--- src/rtl/bht_train_queue_pkg.sv ---
`default_nettype none
// ============================================================================
// Module      : riscv / ariane_pkg (packages)
// Description : Shared architectural constants and the branch-history training
//               queue entry type with its threshold helper.
// Revision    : 1.0 - initial release
// ============================================================================

package riscv;
    localparam int unsigned VLEN = 64;
endpackage

package ariane_pkg;
    // Widest global history the training entry can carry; narrower histories
    // are stored in the low bits and the rest is left zero.
    localparam int unsigned BHT_GHR_MAX = 64;

    typedef struct packed {
        logic [riscv::VLEN-1:0] pc;
        logic                   taken;
        logic                   mispredict;
        logic [BHT_GHR_MAX-1:0] ghr;
    } bht_train_entry_t;

    // Classic perceptron training threshold floor(1.93*h + 14), in integers.
    function automatic int unsigned bht_theta(input int unsigned ghr_length);
        return (193 * ghr_length + 1400) / 100;
    endfunction
endpackage

`default_nettype wire

--- src/rtl/bht_train_fifo.sv ---
`default_nettype none
// ============================================================================
// Module      : bht_train_fifo
// Description : Generic DEPTH-entry synchronous FIFO with flush. Pointers carry
//               one extra wrap bit to tell full from empty. Payload storage is
//               not reset.
// Revision    : 1.0 - initial release
// ============================================================================

module bht_train_fifo #(
    parameter int unsigned DEPTH  = 4,
    parameter int unsigned DATA_W = 8
) (
    input  logic                     clk_i,
    input  logic                     rst_ni,
    input  logic                     flush_i,
    input  logic                     push_i,
    input  logic [DATA_W-1:0]        data_i,
    input  logic                     pop_i,
    output logic                     full_o,
    output logic                     empty_o,
    output logic [DATA_W-1:0]        data_o,
    output logic [$clog2(DEPTH):0]   usage_o
);

    localparam int unsigned ADDR_W = $clog2(DEPTH);

    logic [ADDR_W:0]     r_wptr;
    logic [ADDR_W:0]     r_rptr;
    logic [DATA_W-1:0]   r_mem [DEPTH];
    logic                w_do_push;
    logic                w_do_pop;

    assign empty_o   = (r_wptr == r_rptr);
    assign full_o    = (r_wptr[ADDR_W] != r_rptr[ADDR_W]) &&
                       (r_wptr[ADDR_W-1:0] == r_rptr[ADDR_W-1:0]);
    assign w_do_pop  = pop_i && !empty_o;
    assign w_do_push = push_i && (!full_o || w_do_pop);
    assign data_o    = r_mem[r_rptr[ADDR_W-1:0]];
    assign usage_o   = r_wptr - r_rptr;

    // Pointer update: reset beats flush, flush beats any push/pop.
    always_ff @(posedge clk_i) begin
        if (!rst_ni) begin
            r_wptr <= '0;
            r_rptr <= '0;
        end else if (flush_i) begin
            r_wptr <= '0;
            r_rptr <= '0;
        end else begin
            if (w_do_push) r_wptr <= r_wptr + 1'b1;
            if (w_do_pop)  r_rptr <= r_rptr + 1'b1;
        end
    end

    // Payload write; storage itself is never cleared.
    always_ff @(posedge clk_i) begin
        if (w_do_push && !flush_i) r_mem[r_wptr[ADDR_W-1:0]] <= data_i;
    end

endmodule

`default_nettype wire

--- src/rtl/bht_train_queue.sv ---
`default_nettype none
// ============================================================================
// Module      : bht_train_queue
// Description : Filters resolved branches into perceptron training updates and
//               maintains the committed global history. Only mispredicted or
//               low-confidence (|sum| <= THETA) resolutions are queued.
//               Optional: define BHT_TRAIN_STATS_EN for saturating counters
//               stat_trained_o / stat_skipped_o / stat_dropped_o.
// Revision    : 1.0 - initial release
// ============================================================================

module bht_train_queue
    import ariane_pkg::*;
#(
    parameter int unsigned DEPTH      = 4,
    parameter int unsigned GHR_LENGTH = 10,
    parameter int unsigned SUM_W      = 8,
    parameter int unsigned THETA      = 21
) (
    input  logic                   clk_i,
    input  logic                   rst_ni,
    input  logic                   flush_i,
    input  logic                   debug_mode_i,
    input  logic                   res_valid_i,
    output logic                   res_ready_o,
    input  logic [riscv::VLEN-1:0] res_pc_i,
    input  logic                   res_taken_i,
    input  logic                   res_mispredict_i,
    input  logic [SUM_W-1:0]       res_sum_i,
    output logic                   upd_valid_o,
    input  logic                   upd_ready_i,
    output logic [riscv::VLEN-1:0] upd_pc_o,
    output logic                   upd_taken_o,
    output logic                   upd_mispredict_o,
    output logic [GHR_LENGTH-1:0]  upd_ghr_o,
`ifdef BHT_TRAIN_STATS_EN
    output logic [31:0]            stat_trained_o,
    output logic [31:0]            stat_skipped_o,
    output logic [31:0]            stat_dropped_o,
`endif
    output logic [GHR_LENGTH-1:0]  ghr_o
);

    localparam int unsigned    ADDR_W  = $clog2(DEPTH);
    localparam int unsigned    ENTRY_W = $bits(bht_train_entry_t);
    localparam logic [SUM_W:0] c_theta = (SUM_W+1)'(THETA);

    logic [GHR_LENGTH-1:0]  r_ghr;
    logic                   r_flush_q;
    logic                   w_full;
    logic                   w_empty;
    logic                   w_accept;
    logic                   w_confident;
    logic                   w_enqueue;
    logic                   w_dequeue;
    logic signed [SUM_W:0]  w_sum_ext;
    logic [SUM_W:0]         w_sum_abs;
    logic [ADDR_W:0]        w_usage;
    bht_train_entry_t       w_enq_entry;
    bht_train_entry_t       w_head_entry;

    // Ready depends only on registered state; it also drops for the cycle
    // in which a flush is clearing the queue.
    assign res_ready_o = !w_full && !r_flush_q;
    assign w_accept    = res_valid_i && res_ready_o;

    // One extra bit so the most negative sum has a representable magnitude.
    assign w_sum_ext   = {res_sum_i[SUM_W-1], res_sum_i};
    assign w_sum_abs   = w_sum_ext[SUM_W] ? -w_sum_ext : w_sum_ext;
    assign w_confident = !res_mispredict_i && (w_sum_abs > c_theta);
    assign w_enqueue   = w_accept && !w_confident && !debug_mode_i && !flush_i;
    assign w_dequeue   = upd_valid_o && upd_ready_i;

    // Entry carries the history as it was before this branch shifts in.
    always_comb begin
        w_enq_entry                       = '0;
        w_enq_entry.pc                    = res_pc_i;
        w_enq_entry.taken                 = res_taken_i;
        w_enq_entry.mispredict            = res_mispredict_i;
        w_enq_entry.ghr[GHR_LENGTH-1:0]   = r_ghr;
    end

    bht_train_fifo #(
        .DEPTH  (DEPTH),
        .DATA_W (ENTRY_W)
    ) u_fifo (
        .clk_i   (clk_i),
        .rst_ni  (rst_ni),
        .flush_i (flush_i),
        .push_i  (w_enqueue),
        .data_i  (w_enq_entry),
        .pop_i   (w_dequeue),
        .full_o  (w_full),
        .empty_o (w_empty),
        .data_o  (w_head_entry),
        .usage_o (w_usage)
    );

    assign upd_valid_o      = !w_empty;
    assign upd_pc_o         = w_head_entry.pc;
    assign upd_taken_o      = w_head_entry.taken;
    assign upd_mispredict_o = w_head_entry.mispredict;
    assign upd_ghr_o        = w_head_entry.ghr[GHR_LENGTH-1:0];
    assign ghr_o            = r_ghr;

    if (GHR_LENGTH < BHT_GHR_MAX) begin : g_ghr_pad
        logic w_unused_ghr_pad;
        assign w_unused_ghr_pad = ^w_head_entry.ghr[BHT_GHR_MAX-1:GHR_LENGTH];
    end

    // Committed history shifts on every accepted resolution, even when flushed.
    always_ff @(posedge clk_i) begin
        if (!rst_ni) begin
            r_ghr     <= '0;
            r_flush_q <= 1'b0;
        end else begin
            r_flush_q <= flush_i;
            if (w_accept) r_ghr <= {r_ghr[GHR_LENGTH-2:0], res_taken_i};
        end
    end

`ifdef BHT_TRAIN_STATS_EN
    logic [ADDR_W:0] w_dropped_now;

    // A head entry handed over in the flush cycle counts as delivered.
    assign w_dropped_now = w_usage - {{ADDR_W{1'b0}}, w_dequeue};

    function automatic logic [31:0] sat_add(input logic [31:0] a, input logic [31:0] b);
        logic [32:0] s;
        s = {1'b0, a} + {1'b0, b};
        return s[32] ? 32'hFFFF_FFFF : s[31:0];
    endfunction

    // Saturating event counters.
    always_ff @(posedge clk_i) begin
        if (!rst_ni) begin
            stat_trained_o <= '0;
            stat_skipped_o <= '0;
            stat_dropped_o <= '0;
        end else begin
            stat_trained_o <= sat_add(stat_trained_o, 32'(w_enqueue));
            stat_skipped_o <= sat_add(stat_skipped_o, 32'(w_accept && w_confident));
            if (flush_i) stat_dropped_o <= sat_add(stat_dropped_o, 32'(w_dropped_now));
        end
    end
`else
    logic w_unused_usage;
    assign w_unused_usage = ^w_usage;
`endif

endmodule

`default_nettype wire

--- config.mk ---
export PLATFORM = sky130hd
export DESIGN_NAME = bht_train_queue
export DESIGN_NICKNAME = d
export VERILOG_FILES = /design/src/rtl/bht_train_queue_pkg.sv /design/src/rtl/bht_train_fifo.sv /design/src/rtl/bht_train_queue.sv
export SDC_FILE = /design/constraint.sdc
export NUM_CORES = 1
export LEC_CHECK = 0
export ABC_CLOCK_PERIOD_IN_PS = 6400
export CORE_MARGIN = 10
export CORE_UTILIZATION = 54
export DETAILED_ROUTE_END_ITERATION = 12
export PLACE_DENSITY = 0.79
export SKIP_CTS_REPAIR_TIMING = 1
export SYNTH_ARGS = -nofsm -noshare
export SYNTH_HDL_FRONTEND = slang
export SYNTH_SLANG_ARGS = --single-unit
--- constraint.sdc ---
create_clock -name clk_i -period 6.4 [get_ports clk_i]
set_input_delay 1.92 -clock clk_i [delete_from_list [all_inputs] [get_ports clk_i]]
set_output_delay 1.92 -clock clk_i [all_outputs]
set_load 0.02 [all_outputs]
==> flow_metrics.tcl, run 1 <==
set metrics [dict create \
    slew_viol_final 0 \
    ir_worst_vdd_mv 0.190 \
    drc_errors 0 \
    fin_cells 994 \
    crit_path_max_incr_delay_ns 0.73 \
    netlist.top_cell.by_area "edfxtp_1" \
    drive_gt1_frac 0.193 \
    synthTopCellsByArea "edfxtp_1 (76%), mux4_2 (14%), dfxtp_1 (3.2%)" \
    avgViaCountPerCell 5.69 \
    synthArstFlopShare 0 \
    cp_top_family "buffers and inverters" \
    cts_buffer_depth 3 \
    rows 54 \
    cp-start-kind "flip-flop" \
    min_period_over_period 0.753 \
    track_usage 0.163 \
    grt_pass1_wl_mm 36.4 \
    vias 5657 \
    antenna_cells 0 \
    syn_inst 501 \
    cts.clk_slew.worst_paths_ns 0.06 \
    syn_to_final_growth_pct 25.4 \
    cap_viol_max_count 0 \
    crit_chain "buf_12 -> mux4_2 -> clkdlybuf4s50_1" \
    gp_congestion 0.766 \
    grt_pass1_vias 6167 \
    n_fill_cell 1336 \
    setup_viol 0 \
    slowest_stage "dfxtp_4" \
    ys_seq_elements 323 \
    cts_sinks 323 \
    fin_tns_setup_ns 0 \
    grt_max_degree 77 \
    syn_nets 587 \
    placed_cells 938 \
    clk_latency_ns 0.53 \
    start_util 0.547 \
    ant_nets 0 \
    worst_slack_ns 1.58 \
    p_per_area_mw_per_mm2 276 \
    fmax_mhz 208 \
    hpwl_mm 15.1 \
    relSlewSlack 0.284 \
    die-width_um 169 \
    drt-total-wl_mm 23.6 \
    synthFlopType "edfxtp_1" \
    yosysMostFrequentCell "edfxtp_1" \
    synth_edf_count 304 \
    nets 776 \
    core_mm2 0.0218 \
    hold_violations 0 \
    syn_area_mm2 0.0119 \
    worstMarginPinSlew_ns 1.07 \
    root_buffer "clkbuf_16" \
    min_period_ns 4.82 \
    cp_max_fo 48 \
    overflow 0 \
    dieArea_mm2 0.0285 \
    cp_num_buf_inv 2 \
    route.detailed.wl_per_inst_um 23.8 \
    cts_tree "built" \
    seq_area_frac_synth 0.796 \
    drt_iter0_markers 428 \
    synth_top_cell_area_share 0.764 \
    arrival_ns 2.90 \
    power_leakage_uw 0.00471 \
    dp_slack_ns 1.21 \
    fin_skew_ns 0.00795 \
    synth_common_cells "edfxtp_1 (304), mux4_2 (76), dfxtp_1 (19)" \
    htreeDepth 1 \
    antenna_found_initial 0 \
    ys_types 32 \
    path_class "flip-flop to output port" \
    io-pin-count 168 \
    yosysWarningCount 0 \
    first_pass_iters 5 \
    critPathRequiredTime_ns 4.48 \
    cts-buffers-inserted 30 \
    hp-class "flip-flop to flip-flop" \
    grt_setup_unrepaired "no" \
    die_h_um 169 \
    synth_area_per_cell_um2 23.8 \
    place.port_buffers 167 \
    status "completed" \
    cp-end-kind "output port" \
]
[worst min-delay path, delay by kind of cell (launching register included)]
| family | cells | cell delay [ns] |
|---|---|---|
| and+or+nand+nor | 1 | 0.07 |
| DFF | 1 | 0.33 |
| muxes | 1 | 0.06 |
[layout by cell type, fill, tap and decap left out, drive strengths merged]
master / instances
nor2b: 12
a21oi: 3
clkbuf: 36
and2: 5
clkinvlp: 1
a211oi: 1
nand3: 2
mux4: 76
a31oi: 1
ha: 6
nand2: 8
a2111oi: 1
buf: 9
o2111a: 1
clkinv: 16
xor2: 3
dfxtp: 19
bufinv: 2
nand4bb: 1
xnor2: 3
nor2: 4
edfxtp: 304
nand2b: 2
o311ai: 1
nand3b: 1
nor3: 3
mux2i: 14
o31ai: 1
nor3b: 1
clkdlybuf4s50: 167
inv: 7
a21o: 1
a32oi: 1
or4: 1
[cell type report]
class	instances	area, um2	area share
sequential	323	9520	0.635
multi-input combinational	153	2340	0.156
timing repair buffer	176	1800	0.120
clock buffer	36	795	0.0530
tap	280	350	0.0234
clock inverter	20	150	0.0100
inverter	6	22.5	0.00150
[routing by layer]
metal / GRT usage / routed length, um / share of wire
met1: 0.224 / 9840 / 0.42
met2: 0.258 / 11500 / 0.48
met3: 0.0479 / 2030 / 0.086
met4: 0.0310 / 305 / 0.013
met5: 0 / 0 / 0
[registers in the layout, indices dropped and copies added (netlist names), named ones only]
| signal | count |
|---|---|
| u_fifo.r_mem | 304 |
| ghr_o | 10 |
| u_fifo.r_wptr | 3 |
| u_fifo.r_rptr | 3 |
| r_flush_q | 1 |
[metrics by stage]
stage               power, uW  area, um2   util  hold WS (ns)
floorplan                2410      11900      -         0.454
global placement         2510      14000  0.643         0.474
detailed placement       2510      14000  0.643         0.488
CTS                      4170      15000  0.686         0.503
global route             4270      15000  0.686         0.548
finish                   4140      15000  0.686         0.502
[worst paths after layout]
kind                         start                   to  slack [ns]  depth (start not counted)
hold / removal    u_fifo.r_wptr[2]     u_fifo.r_wptr[2]        0.50                          2
setup reg to reg  u_fifo.r_wptr[0]  u_fifo.r_mem[0][21]        3.18                          6
hold reg to reg   u_fifo.r_wptr[2]     u_fifo.r_wptr[2]        0.50                          2
setup / recovery         flip-flop         upd_ghr_o[9]        1.58                          3
[power by group]
part,internal [uW],switching (uW)
clock network,963,705
registers,2320,4.39
logic,77.7,70.0
total,3360,779
[cell families after synthesis]
kind of cell / after synthesis / synth area share
compound gates: 11 / 0.00880
xor+xnor: 6 / 0.00440
fa+ha+maj: 6 / 0.00628
buf+inv: 25 / 0.00869
flops: 323 / 0.796
mux: 90 / 0.155
simple gates: 40 / 0.0208
(Power assumes the default switching activity.)
==> inputs of run 2 (changes only) <==
- ABC_CLOCK_PERIOD_IN_PS: 6400 -> 4900
- clock period: 6.4 -> 4.9 ns (I/O delays scaled with it)
==> run 2 against run 1 <==
Net effect:
- worst setup slack lost 0.93 ns
- sequential cell count is the same
- cell count grew 0.40%
- clock skew grew 0.0020 ns
- clock power grew 47%
- non-clock buffer count grew 2
- global-route usage grew 0.60 points
- wire length grew 3.9%
- critical path depth is the same
- sequential power grew 31%
==> flow_metrics.tcl, run 2 (synthesized netlist as in run 1, its figures left out) <==
set metrics [dict create \
    cp_max_fo 20 \
    hold_violations 0 \
    die_h_um 169 \
    route.detailed.wl_per_inst_um 24.6 \
    cts_buffer_depth 3 \
    layout_common_cells "edfxtp_1 (304), clkdlybuf4s50_1 (167), mux4_2 (76), clkbuf_16 (31), dfxtp_1 (17)" \
    relSlewSlack 0.513 \
    seqCellArea_mm2 0.00952 \
    first_pass_iters 4 \
    min_period_ns 4.25 \
    path_class "flip-flop to output port" \
    hpwl_mm 15.0 \
    total_power_uw 5690 \
    grt_pass1_vias 6212 \
    grt_pass1_wl_mm 37.6 \
    ir_worst_vdd_mv 0.231 \
    drive_gt1_frac 0.205 \
    status "completed" \
    multi_input_area_mm2 0.00235 \
    overflow 0 \
    track_usage 0.169 \
    cts_sinks 323 \
    cts.clk_slew.worst_paths_ns 0.06 \
    nets 779 \
    hp-class "flip-flop to flip-flop" \
    final_core_util 0.694 \
    cap_viol_max_count 0 \
    p_per_area_mw_per_mm2 376 \
    cp-start-kind "flip-flop" \
    start_util 0.547 \
    dieArea_mm2 0.0285 \
    cts-buffers-inserted 31 \
    critPathRequiredTime_ns 3.43 \
    avgViaCountPerCell 5.75 \
    setup_viol 0 \
    arrival_ns 2.78 \
    drt_iter0_markers 496 \
    cts_tree "built" \
    grt_setup_unrepaired "no" \
    grt_max_degree 78 \
    largest_reg_flops 304 \
    fmax_mhz 236 \
    drt-total-wl_mm 24.6 \
    power_leakage_uw 0.00478 \
    n_fill_cell 1316 \
    clk_latency_ns 0.54 \
    antenna_found_initial 1 \
    place.port_buffers 167 \
    post_dp_cell_area_mm2 0.0141 \
    ant_nets 0 \
    drc_errors 0 \
    io-pin-count 168 \
    cp-end-kind "output port" \
    final_common_cell "edfxtp_1" \
    syn_to_final_growth_pct 26.7 \
    gp_congestion 0.783 \
    fin_skew_ns 0.00992 \
    rows 54 \
    die-width_um 169 \
    htreeDepth 1 \
    root_buffer "clkbuf_16" \
    design_area_mm2 0.0151 \
    core_mm2 0.0218 \
    min_period_over_period 0.866 \
    vias 5735 \
    slew_viol_final 0 \
    worstMarginPinSlew_ns 0.730 \
]
-- run 2: worst max-delay path, cell delays in order, from the launching register on --
cell	delay, ns
dfxtp_4	0.60
buf_4	0.45
mux4_2	0.59
clkdlybuf4s50_1	0.57
-- run 2: metal layers --
layer | vias to the layer above | GRT usage | wire length (um)
met5 | - | 0 | 0
met3 | 30 | 0.0391 | 1730
met1 | 3001 | 0.236 | 10400
met2 | 218 | 0.268 | 12000
met4 | 0 | 0.0371 | 364
li1 | 2486 | - | -
-- run 2: final timing paths --
kind	slack, ns	cells after the start	endpoint	start
setup / recovery	0.65	3	upd_pc_o[16]	flip-flop
hold / removal	0.50	2	u_fifo.r_wptr[2]	u_fifo.r_wptr[2]
setup reg to reg	2.01	6	u_fifo.r_mem[2][37]	u_fifo.r_wptr[0]
hold reg to reg	0.50	2	u_fifo.r_wptr[2]	u_fifo.r_wptr[2]
-- run 2: stage by stage --
| step | hold WS (ns) | cells | worst slack [ns] | TNS (ns) |
|---|---|---|---|---|
| 2_1_floorplan | 0.454 | 501 | -0.550 | -42.28 |
| 3_3_place_gp | 0.469 | 940 | 0.561 | 0 |
| 3_5_place_dp | 0.486 | 940 | 0.412 | 0 |
| 4_1_cts | 0.497 | 997 | 0.560 | 0 |
| 5_1_grt | 0.512 | 998 | 0.486 | 0 |
| 6_report | 0.495 | 998 | 0.654 | 0 |
-- run 2: power breakdown --
group          internal, uW  switching (uW)
logic                   102            91.4
registers              3030            5.97
clock network          1520             940
total                  4650            1040
-- run 2: cell type report --
class | count | share of cell area
clock buffer | 42 | 0.0560
clock inverter | 15 | 0.0155
sequential | 323 | 0.629
tap | 280 | 0.0231
antenna | 1 | 0.000165
inverter | 6 | 0.00149
timing repair buffer | 178 | 0.120
multi-input combinational | 153 | 0.155
==> inputs of run 3 (changes only) <==
--- a/config.mk
+++ b/config.mk
@@ -11,3 +11,3 @@
 export DETAILED_ROUTE_END_ITERATION = 12
-export PLACE_DENSITY = 0.79
+export PLACE_DENSITY = 0.8
 export SKIP_CTS_REPAIR_TIMING = 1
--- a/constraint.sdc
+++ b/constraint.sdc
@@ -3,2 +3,2 @@
 set_output_delay 1.47 -clock clk_i [all_outputs]
-set_load 0.02 [all_outputs]
+set_load 0.1 [all_outputs]
==> run 3 against run 2 <==
Net effect:
- die area is the same
- register-to-register slack better by 0.05 ns
- cell count is 0.20% lower
- count of clock-buffer cells in the layout down 6
- highest routed layer unchanged
- critical endpoint is now upd_ghr_o[6]
==> flow_metrics.tcl, run 3 (synthesized netlist as in run 1, its figures left out) <==
set metrics [dict create \
    drt-total-wl_mm 24.3 \
    route.detailed.wl_per_inst_um 24.4 \
    io-pin-count 168 \
    worst_slack_ns 0.426 \
    final_core_util 0.686 \
    cp-end-kind "output port" \
    grt_setup_unrepaired "no" \
    core_mm2 0.0218 \
    vias 5681 \
    seq_power_share 0.537 \
    hold_violations 0 \
    p_switching_uw 1130 \
    place.port_buffers 167 \
    path_class "flip-flop to output port" \
    status "completed" \
    drive_gt1_frac 0.265 \
    critPathRequiredTime_ns 3.43 \
    grtUsageMet3 0.0479 \
    cts-buffers-inserted 30 \
    dieArea_mm2 0.0285 \
    holdWs_ns 0.538 \
    clk_latency_ns 0.55 \
    p_per_area_mw_per_mm2 377 \
    min_period_ns 4.47 \
    grt_pass1_vias 6153 \
    min_period_over_period 0.913 \
    hpwl_mm 15.5 \
    overflow 0 \
    placed_cells 940 \
    root_buffer "clkbuf_16" \
    netSwitchingFraction 0.200 \
    worstMarginPinSlew_ns 1.05 \
    first_pass_iters 5 \
    gp_congestion 0.808 \
    antenna_found_initial 0 \
    drc_errors 0 \
    grt.busiest_layer "met2" \
    cts_sinks 323 \
    drt_iter0_markers 550 \
    p_clk_frac 0.415 \
    setup_viol 0 \
    cts_buffer_depth 3 \
    n_fill_cell 1320 \
    cap_viol_max_count 0 \
    relSlewSlack 0.297 \
    intPower_uw 4520 \
    cts_tree "built" \
    arrival_ns 3.00 \
    final_common_cell "edfxtp_1" \
    syn_to_final_growth_pct 25.2 \
    grt_max_degree 78 \
    use_met1 0.228 \
    dp_slack_ns 0.426 \
    antenna_cells 0 \
    avgViaCountPerCell 5.70 \
    rows 54 \
    track_usage 0.167 \
    cp-start-kind "flip-flop" \
    power_frac_comb 0.048 \
    slew_viol_final 0 \
    ant_nets 0 \
    start_util 0.547 \
    power_leakage_uw 0.00480 \
    cts.clk_slew.worst_paths_ns 0.06 \
    htreeDepth 1 \
    largest_reg_flops 304 \
    grt_pass1_wl_mm 37.3 \
    die-width_um 169 \
    grt_util_met2 0.266 \
    fin_skew_ns 0.0205 \
    ir_worst_vdd_mv 0.266 \
    fmax_mhz 224 \
    fin_cells 996 \
    hp-class "flip-flop to flip-flop" \
    die_h_um 169 \
    cp_max_fo 33 \
    nets 778 \
    layout_common_cells "edfxtp_1 (304), clkdlybuf4s50_1 (121), mux4_2 (76), buf_4 (51), clkbuf_16 (30)" \
]
[run 3: changes by cell type in the layout (fill, tap and decap cells not counted), sizes merged]
cell           before  now
buf                11   57
bufinv              6    5
clkbuf             42   36
clkdlybuf4s50     167  121
clkinv              7   14
clkinvlp            2    0
diode               1    0
inv                 6    7
[run 3: power by group through the flow]
stage,combinational [uW],clock (uW),sequential [uW]
2_1_floorplan,134,0,3100
3_3_place_gp,263,0,3090
3_5_place_dp,271,0,3090
4_1_cts,272,2390,3030
5_1_grt,284,2500,3030
6_report,271,2340,3030
[run 3: final cells by class]
class / count / area [um2] / area share
multi-input cells: 153 / 2350 / 0.157
flip-flops and latches: 323 / 9520 / 0.636
repair buffers: 178 / 1710 / 0.115
inverters: 6 / 22.5 / 0.00151
well taps: 280 / 350 / 0.0234
clock inverters: 20 / 238 / 0.0159
clock buffers: 36 / 773 / 0.0517
[run 3: metrics by stage]
stage | setup TNS (ns) | cell area [um2] | total power (uW)
2_1_floorplan | -45.62 | 12000 | 3230
3_3_place_gp | 0 | 14000 | 3350
3_5_place_dp | 0 | 14000 | 3360
4_1_cts | 0 | 15000 | 5690
5_1_grt | 0 | 15000 | 5810
6_report | 0 | 15000 | 5640
[run 3: routing by layer]
metal	part of all wire	vias to the layer above	wire (um)
li1	-	2485	-
met1	0.42	2929	10100
met2	0.49	237	11900
met3	0.080	30	1950
met4	0.015	0	353
met5	0	-	0
[run 3: worst max-delay path: stages, from the launching register on]
cell and delay, ns:
dfxtp_4 0.79, mux4_2 0.65, clkdlybuf4s50_1 1.00
[run 3: worst paths after layout]
check,startpoint,end,slack [ns],cells past startpoint
worst max-delay path,flip-flop,upd_ghr_o[6],0.43,2
worst min register to register,u_fifo.r_wptr[2],u_fifo.r_wptr[2],0.54,2
worst min-delay path,u_fifo.r_wptr[2],u_fifo.r_wptr[2],0.54,2
worst max register to register,u_fifo.r_wptr[0],u_fifo.r_mem[0][1],2.06,6
==> edit, RTL diff (flow settings as in run 3) <==
Add a define of `BHT_TRAIN_STATS_EN`.
--- a/src/rtl/bht_train_queue.sv
+++ b/src/rtl/bht_train_queue.sv
@@ -9,4 +9,6 @@
 // Revision    : 1.0 - initial release
 // ============================================================================
+
+`define BHT_TRAIN_STATS_EN
 
 module bht_train_queue
Behaviour (old outputs only; new: stat_dropped_o, stat_skipped_o and stat_trained_o): no difference found for any inputs over 4 cycles, from zero or initial values and one cycle with rst_ni low; that may be too few to reach the edited logic, so the function may still have changed.
==> edit against run 3 <==
Setup slack gained 0.024 ns. Total power up 28%. Critical path depth is the same. Final area rose by 42%. Synthesized area rose by 40%. Utilization is 1.0 points higher. Routed wire length up 67%. Sequential power is 26% higher. Sequential cell count increased by 96. Via count up 82%. Critical path type unchanged.
==> edit: results (changes against run 3) <==
- DP HPWL: 27.0 mm (+75%)
- First-pass GRT wire length: 62.6 mm (+68%)
- Peak supply drop: 219 uV (-18%)
- DR vias: 10,400 (+82%)
- Global Route Usage Sum: 20.6% (+3.8 points)
- Gpl congestion: 0.847 (+4.8%)
- # port buffers: 263 (+57%)
- Share of layout cells above drive strength 1: 18.2% (-8.3 points)
- Area contributors post-synth: edfxtp_1, dfxtp_1, mux4_2, xnor2_1, a21oi_1
- Cell family with most CP delay: buffers and inverters
- FFs w/ async S/R, synth: 0% (unchanged)
- Worst Path Arrival: 2.98 ns (-0.02 ns)
- Syn_area_per_cell: 15.7 sq um (-34%)
- Worst-Skew Late Latency: 0.53 ns (-0.02 ns)
- Clk_skew: 0.0149 ns (-0.00554 ns)
- P_leak: 0.00698 uW (+45%)
- Synth cell count leaders: edfxtp_1, dfxtp_1, mux4_2
- Crit-path max FO: 33 (unchanged)
- Internal: 5690 uW (+26%)
- Cells after DPL: 1,714 (+82%)
- R2R depth: 13 (+7)
- Avg WL per Cell: 22.7 um (-7.1%)
- DRT Pass-1 Iters: 4 (-1)
- Vias in the first global route: 10,600 (+73%)
- Initial antenna violation count: 5 (+5)
- CTS root buffer: clkbuf_16
- Initial DRC Count: 779 (+42%)
- HP Class: flip-flop to flip-flop
- Worst Max-Slew Pin Slew: 1.08 ns (+0.0333 ns)
- Placement Cell Area: 20,000 sq um (+43%)
- Post-synthesis sequential area ratio: 68.4% (-11 points)
- Syn_nets: 1,163 (+98%)
- Nets: 1,458 (+87%)
- Critical path's largest stage delay: ~1.0 ns
- Hold Path Stages: 2 (unchanged)
- CTS H-Tree Depth: 2 (+1)
- Pre-CTS setup slack: -0.00192 ns (-0.427 ns)
- Max reg flops: 304 (unchanged)
- DRT Wirelength: 40.6 mm (+67%)
- Synth unique cells: 56 (+75%)
- Clk buf depth: 3 (unchanged)
- EDFF count, synth: 304 (unchanged)
- Largest net degree at the start of global routing: 63 (-19%)
- Yosys warning total: 0 (unchanged)
- CTS Buf Count: 41 (+37%)
- Clock slew at reported path FFs: 0.06 ns (about the same)
- Outcome: complete, no violations
- Critical path's slowest cell: clkdlybuf4s50_1
## edit: changes by cell type after synthesis, sizes merged, moves of 26 or more
cell	before	now
xnor2	3	43
nand4	0	31
nand2	8	53
nand3	2	28
nor3	3	31
clkbuf	7	34
a21oi	3	72
dfxtp	19	115
## edit: final timing paths
path	startpoint	endpoint	slack, ns
max	flip-flop	upd_pc_o[35]	0.45
min	u_fifo.r_wptr[2]	u_fifo.r_wptr[2]	0.49
max reg2reg	u_fifo.r_wptr[2]	stat_dropped_o[24]	0.98
min reg2reg	u_fifo.r_wptr[2]	u_fifo.r_wptr[2]	0.49
## edit: kinds of logic after synthesis
family,synth area share [%]
AO/OA/AOI/OAI,4.29
XOR/XNOR,3.67
adder cells (fa/ha/maj),1.41
buffers and inverters,1.89
flip-flops,68.4
multiplexers,11.5
AND/OR/NAND/NOR,8.91
## edit: layout make-up
class	count	area, sq um
antenna	2	5.00
clock buffer	50	1070
clock inverter	25	233
fill	2036	9300
inverter	27	109
multi-input combinational	567	4990
sequential	419	11400
tap	396	495
timing repair buffer	305	2950
## edit: routing by layer
metal  global-route usage (%)  wire (um)
met2                     34.2      20100
met4                     4.61        748
met5                        0         46
met1                     25.6      16000
met3                     7.02       3710
## edit: tightest hold or removal path, delay by kind of cell (launching register included)
| kind | cells | cell delay [ns] |
|---|---|---|
| flops | 1 | 0.33 |
| mux | 1 | 0.05 |
| simple gates | 1 | 0.06 |
## edit: power groups by stage
stage                     sequential [uW]  combinational (uW)  clock (uW)
after floorplan                      3920                 164           0
after global placement               3890                 338           0
after detailed placement             3890                 345           0
after CTS                            3820                 348        3100
after global routing                 3820                 364        3250
final                                3820                 346        3050
